<file path="src/rtl/phase_accumulator_glide.sv">
// ---------------------------------------------------------------------------
// phase_accumulator_glide
//
// Per-voice NCO front end. Holds the phase accumulator that feeds the tone
// generators and advances it once per sample_clk tick. The effective increment
// (cur_freq) slews toward tone_freq one LSB at a time at a programmable rate
// (portamento). A qualified sync_in clears the phase (hard sync). sync_out
// pulses for one clk after every tick on which the phase add carries out.
//
// Ports
//   clk          in   system clock
//   rst          in   synchronous reset, active high
//   sample_clk   in   one-clk-wide sample-rate enable
//   tone_freq    in   target phase increment
//   glide_rate   in   0 = jump immediately; N = one LSB step every N+1 ticks
//   test         in   high: hold accumulator at 0
//   en_sync      in   qualifies sync_in
//   sync_in      in   hard-sync request, sampled only on ticks
//   accumulator  out  registered phase
//   cur_freq     out  registered effective (gliding) increment
//   sync_out     out  one-clk pulse after a wrapping tick
// ---------------------------------------------------------------------------
module phase_accumulator_glide #(
   parameter int ACCUMULATOR_BITS = 24,
   parameter int FREQ_BITS        = 16,
   parameter int GLIDE_BITS       = 8
) (
   input  logic                        clk,
   input  logic                        rst,
   input  logic                        sample_clk,
   input  logic [FREQ_BITS-1:0]        tone_freq,
   input  logic [GLIDE_BITS-1:0]       glide_rate,
   input  logic                        test,
   input  logic                        en_sync,
   input  logic                        sync_in,
   output logic [ACCUMULATOR_BITS-1:0] accumulator,
   output logic [FREQ_BITS-1:0]        cur_freq,
   output logic                        sync_out
);

   // Zero-extension width taking cur_freq up to the accumulator width plus carry.
   localparam int EXT_BITS = ACCUMULATOR_BITS + 1 - FREQ_BITS;

   typedef enum logic [1:0] {
      HOLD      = 2'd0,
      SLEW_UP   = 2'd1,
      SLEW_DOWN = 2'd2
   } glide_state_e;

   glide_state_e                  state_q,     state_d;
   logic [FREQ_BITS-1:0]          cur_freq_q,  cur_freq_d;
   logic [GLIDE_BITS-1:0]         glide_cnt_q, glide_cnt_d;
   logic [ACCUMULATOR_BITS-1:0]   acc_q,       acc_d;
   logic                          sync_out_q,  sync_out_d;

   logic [ACCUMULATOR_BITS:0]     add_sum;
   logic                          slew_up;

   always_comb begin
      state_d     = state_q;
      cur_freq_d  = cur_freq_q;
      glide_cnt_d = glide_cnt_q;
      acc_d       = acc_q;
      sync_out_d  = 1'b0;

      // The add always uses the pre-step increment, so the glide step taken on
      // this tick only affects phase from the following tick on.
      add_sum = {1'b0, acc_q} + {{EXT_BITS{1'b0}}, cur_freq_q};
      slew_up = (cur_freq_q < tone_freq);

      if (sample_clk) begin
         // Direction is recomputed every tick, so a retarget mid-glide simply
         // flips or keeps direction while the step counter carries over.
         if (glide_rate == '0) begin
            cur_freq_d  = tone_freq;
            state_d     = HOLD;
            glide_cnt_d = '0;
         end else if (cur_freq_q == tone_freq) begin
            state_d     = HOLD;
            glide_cnt_d = '0;
         end else if (glide_cnt_q >= glide_rate) begin
            // >= rather than == so lowering glide_rate below the running count
            // steps immediately instead of waiting for the counter to wrap.
            cur_freq_d  = slew_up ? (cur_freq_q + FREQ_BITS'(1))
                                  : (cur_freq_q - FREQ_BITS'(1));
            glide_cnt_d = '0;
            if (cur_freq_d == tone_freq)
               state_d = HOLD;
            else
               state_d = slew_up ? SLEW_UP : SLEW_DOWN;
         end else begin
            glide_cnt_d = glide_cnt_q + GLIDE_BITS'(1);
            state_d     = slew_up ? SLEW_UP : SLEW_DOWN;
         end

         if (test) begin
            acc_d = '0;
         end else if (en_sync && sync_in) begin
            // Sync wins over a simultaneous carry: no wrap pulse is emitted.
            acc_d = '0;
         end else begin
            acc_d      = add_sum[ACCUMULATOR_BITS-1:0];
            sync_out_d = add_sum[ACCUMULATOR_BITS];
         end
      end
   end

   always_ff @(posedge clk) begin
      if (rst) begin
         state_q     <= HOLD;
         cur_freq_q  <= '0;
         glide_cnt_q <= '0;
         acc_q       <= '0;
         sync_out_q  <= 1'b0;
      end else begin
         state_q     <= state_d;
         cur_freq_q  <= cur_freq_d;
         glide_cnt_q <= glide_cnt_d;
         acc_q       <= acc_d;
         sync_out_q  <= sync_out_d;
      end
   end

   assign accumulator = acc_q;
   assign cur_freq    = cur_freq_q;
   assign sync_out    = sync_out_q;

endmodule

</file>
<file path="config.mk">
export PLATFORM = sky130hd
export DESIGN_NAME = phase_accumulator_glide
export DESIGN_NICKNAME = d
export VERILOG_FILES = /design/src/rtl/phase_accumulator_glide.sv
export SDC_FILE = /design/constraint.sdc
export NUM_CORES = 1
export LEC_CHECK = 0
export ABC_AREA = 1
export ABC_CLOCK_PERIOD_IN_PS = 3300
export CORE_ASPECT_RATIO = 1.2
export CORE_UTILIZATION = 30
export DETAILED_ROUTE_END_ITERATION = 8
export PLACE_DENSITY = 0.61
export SLEW_MARGIN = 20
export SYNTH_ARGS = -nofsm -noshare
export SYNTH_HDL_FRONTEND = slang
export SYNTH_SLANG_ARGS = --single-unit
</file>
<file path="constraint.sdc">
create_clock -name clk -period 3.3 [get_ports clk]
set_clock_uncertainty 0.1 [all_clocks]
set_input_delay 0.99 -clock clk [delete_from_list [all_inputs] [get_ports clk]]
set_output_delay 0.99 -clock clk [all_outputs]
set_load 0.005 [all_outputs]
</file>
==> run summary <==
via count: 5084
hold path cells: 2
row cnt: 48
crit path launch: tone_freq[5]
Distinct cells, synth: 40
Worst Max-Slew Pin Slew: 0.792 ns
Hold Crit Class: flop to flop
Ports: 71
Final Cell Area: 6850 sq um
number of flops mapped to enable cells by yosys: 0
setup TNS: 0 ns
Tmin final: 3.23 ns
most used cell, CP: a21oi_2
setup ws final: 0.0721 ns
crit path kind: input port to flop
DPL Wire Length: 10500 um
maximum VDD drop: 0.149 mV
P per Cell Area: 199 nW/um^2
DRT Wirelength: 14500 um
core area: 14600 sq um
initial drt markers: 300
CTS Buf Count: 5
Post-Place Worst Slack: -0.805 ns
# nets final: 947
post-route total power: 1360 uW
CTS H-tree depth: 2
WP depth: 19
synth cell count leaders: 178 x nand2_1, 87 x a21oi_1, 84 x inv_1
data required time of the worst path: 3.40 ns
routability cong.: 0.885
input/output buffers: 70
largest net degree at the start of global routing: 32
drt pass-1 iters: 4
Die W: 114 um
Main synth FF type: dfxtp_1
YS warnings: 0
Worst-Skew Late Latency: 0.31 ns
slowest cell on the critical path: ha_4
die height: 137 um
top cell type by total area after synthesis: dfxtp_1
Final Util: 0.469
mapped cell area: 4550 sq um
crit end category: flop
critical-path maximum fanout: 8
drt via density: 4.80
share of layout cells above drive strength 1: 0.282
post-synthesis cell count: 705
Max clock buf depth: 2
first-pass GRT wire length: 22900 um
clk slew on worst S/H paths: 0.07 ns
count leader, synth: nand2_1
area growth from synthesis to layout: 50.5%
gr usage total: 0.186
post-synthesis sequential area ratio: 0.216
Cell Chain, Critical Path: clkdlybuf4s15_1, inv_2, ha_4, a21oi_2, nor2_1, nor2_2, nand2_4, nand2_8, nand2_8, buf_6, ha_4, inv_1, o21bai_2, a21oi_2, nand2_1, a21oi_2, nand3_1, nand3_1, a21oi_1
CTS Root Cell: clkbuf_16
Post-DRT Antenna Nets: 0
CTS tree: built
critical path arrival: 3.32 ns
Worst setup SP type: input port
final hold vios: 0
MaxCap Viol Count: 0
share of synthesized flip-flops with an asynchronous set or reset: 0
Clock Sinks: 49
vias in the first global route: 4848
DP Area: 5920 sq um
final max-slew violation count: 0
WL/cell: 13.7 um
# diodes: 0
crit path to: cur_freq[15]$_SDFFE_PP0P_
CP delay by family, top: simple AND/OR/NAND/NOR gates
GRT overflow: 0
Synth Register Bits: 49
die area: 15700 sq um
fin crit share: 0.978
initial core utilization: 0.312
Max Freq: 310 MHz
synthesized area per cell: 6.45 sq um
Critical R2R Launch: cur_freq[5]$_SDFFE_PP0P_
synth top area cells: dfxtp_1 22%, ha_1 16%, nand2_1 15%
slew margin rel.: 0.471
Synth top area share: 0.216
slowest cell delay on critical path: 0.23 ns
Net Count, Synth: 794
Worst R2R Setup Slack: 0.39 ns
Final setup violation count: 0
antenna violations before repair: 0
worst path bufs/invs: 4
status: complete, no violations
worst r2r dst: cur_freq[15]$_SDFFE_PP0P_
# DRC: 0
Lkg Pwr: 0.00306 uW
R2R depth: 17
sequential cells by signal (all words and copies together) (netlist names):
name and cells:
accumulator 24, cur_freq 16, glide_cnt_q 8, sync_out 1
cells in the final DEF, fill, tap and decap left out, drive strengths merged, types with 4 or more instances in the layout:
cell | synthesis | layout
nand2 | 191 | 192
dlygate4sd2 | 0 | 8
nor3 | 5 | 5
o21ai | 55 | 55
nand4 | 11 | 11
inv | 87 | 88
xor2 | 6 | 6
o21bai | 5 | 5
ha | 57 | 57
a21oi | 93 | 93
clkbuf | 7 | 12
nand3 | 41 | 41
nand3b | 4 | 4
o211ai | 5 | 5
buf | 7 | 90
nor2 | 60 | 60
clkdlybuf4s50 | 0 | 54
dfxtp | 49 | 49
cell type report:
| cell class | count | area, sq um |
|---|---|---|
| fillers | 1462 | 7740 |
| multi-input cells | 554 | 3760 |
| repair buffers | 160 | 1370 |
| flip-flops and latches | 49 | 981 |
| inverters | 88 | 333 |
| well taps | 200 | 250 |
| clock buffers | 6 | 139 |
| clock inverters | 2 | 16.3 |
worst min path at each step:
stage / start / end / slack, ns
floorplan: accumulator[22]$_SDFFE_PP0P_ / accumulator[22]$_SDFFE_PP0P_ / 0.37
global placement: accumulator[22]$_SDFFE_PP0P_ / accumulator[22]$_SDFFE_PP0P_ / 0.37
detailed placement: accumulator[22]$_SDFFE_PP0P_ / accumulator[22]$_SDFFE_PP0P_ / 0.38
CTS: accumulator[22]$_SDFFE_PP0P_ / accumulator[22]$_SDFFE_PP0P_ / 0.39
global route: accumulator[22]$_SDFFE_PP0P_ / accumulator[22]$_SDFFE_PP0P_ / 0.42
finish: accumulator[22]$_SDFFE_PP0P_ / accumulator[22]$_SDFFE_PP0P_ / 0.38
stage by stage:
step	cells	hold slack, ns
floorplan	705	0.368
global placement	1024	0.368
detailed placement	1024	0.377
CTS	1055	0.387
global route	1059	0.417
finish	1059	0.385
timing repair:
action                                  4_1_cts  5_1_grt
setup buffers                                22        4
hold buffers                                  0        0
cloned                                        1        0
pin swaps                                    50       40
endpoints found under the setup margin       15       11
gates resized for setup                     109       46
worst register-to-register path: stages, from the launching register on:
cell      delay (ns)
dfxtp_1         0.56
ha_4            0.27
a21oi_2         0.12
nor2_1          0.07
nor2_2          0.14
nand2_4         0.10
nand2_8         0.10
nand2_8         0.10
buf_6           0.16
ha_4            0.23
inv_1           0.10
o21bai_2        0.09
a21oi_2         0.20
nand2_1         0.10
a21oi_2         0.11
nand3_1         0.09
nand3_1         0.08
a21oi_1         0.06
routing by layer:
| layer | global-route usage | up-vias | share of wire | wire length [um] |
|---|---|---|---|---|
| met2 | 0.351 | 81 | 0.51 | 7390 |
| met4 | 0.0548 | 0 | 0.021 | 300 |
| met3 | 0.0213 | 17 | 0.031 | 446 |
| met5 | 0 | - | 0 | 0 |
| li1 | - | 2659 | - | - |
| met1 | 0.219 | 2327 | 0.44 | 6360 |
report_power, final:
group          internal (uW)  switching, uW
clock                    306            262
combinational           98.8           95.7
sequential               595           5.14
total                    999            363
logic make-up after synthesis:
| logic type | count (synthesis) | synth area share |
|---|---|---|
| flops | 49 | 0.216 |
| buf+inv | 103 | 0.0962 |
| xor+xnor | 8 | 0.0154 |
| simple gates | 315 | 0.300 |
| fa+ha+maj | 59 | 0.166 |
| compound gates | 171 | 0.207 |
No activity file was read; power rests on OpenSTA's default activity.
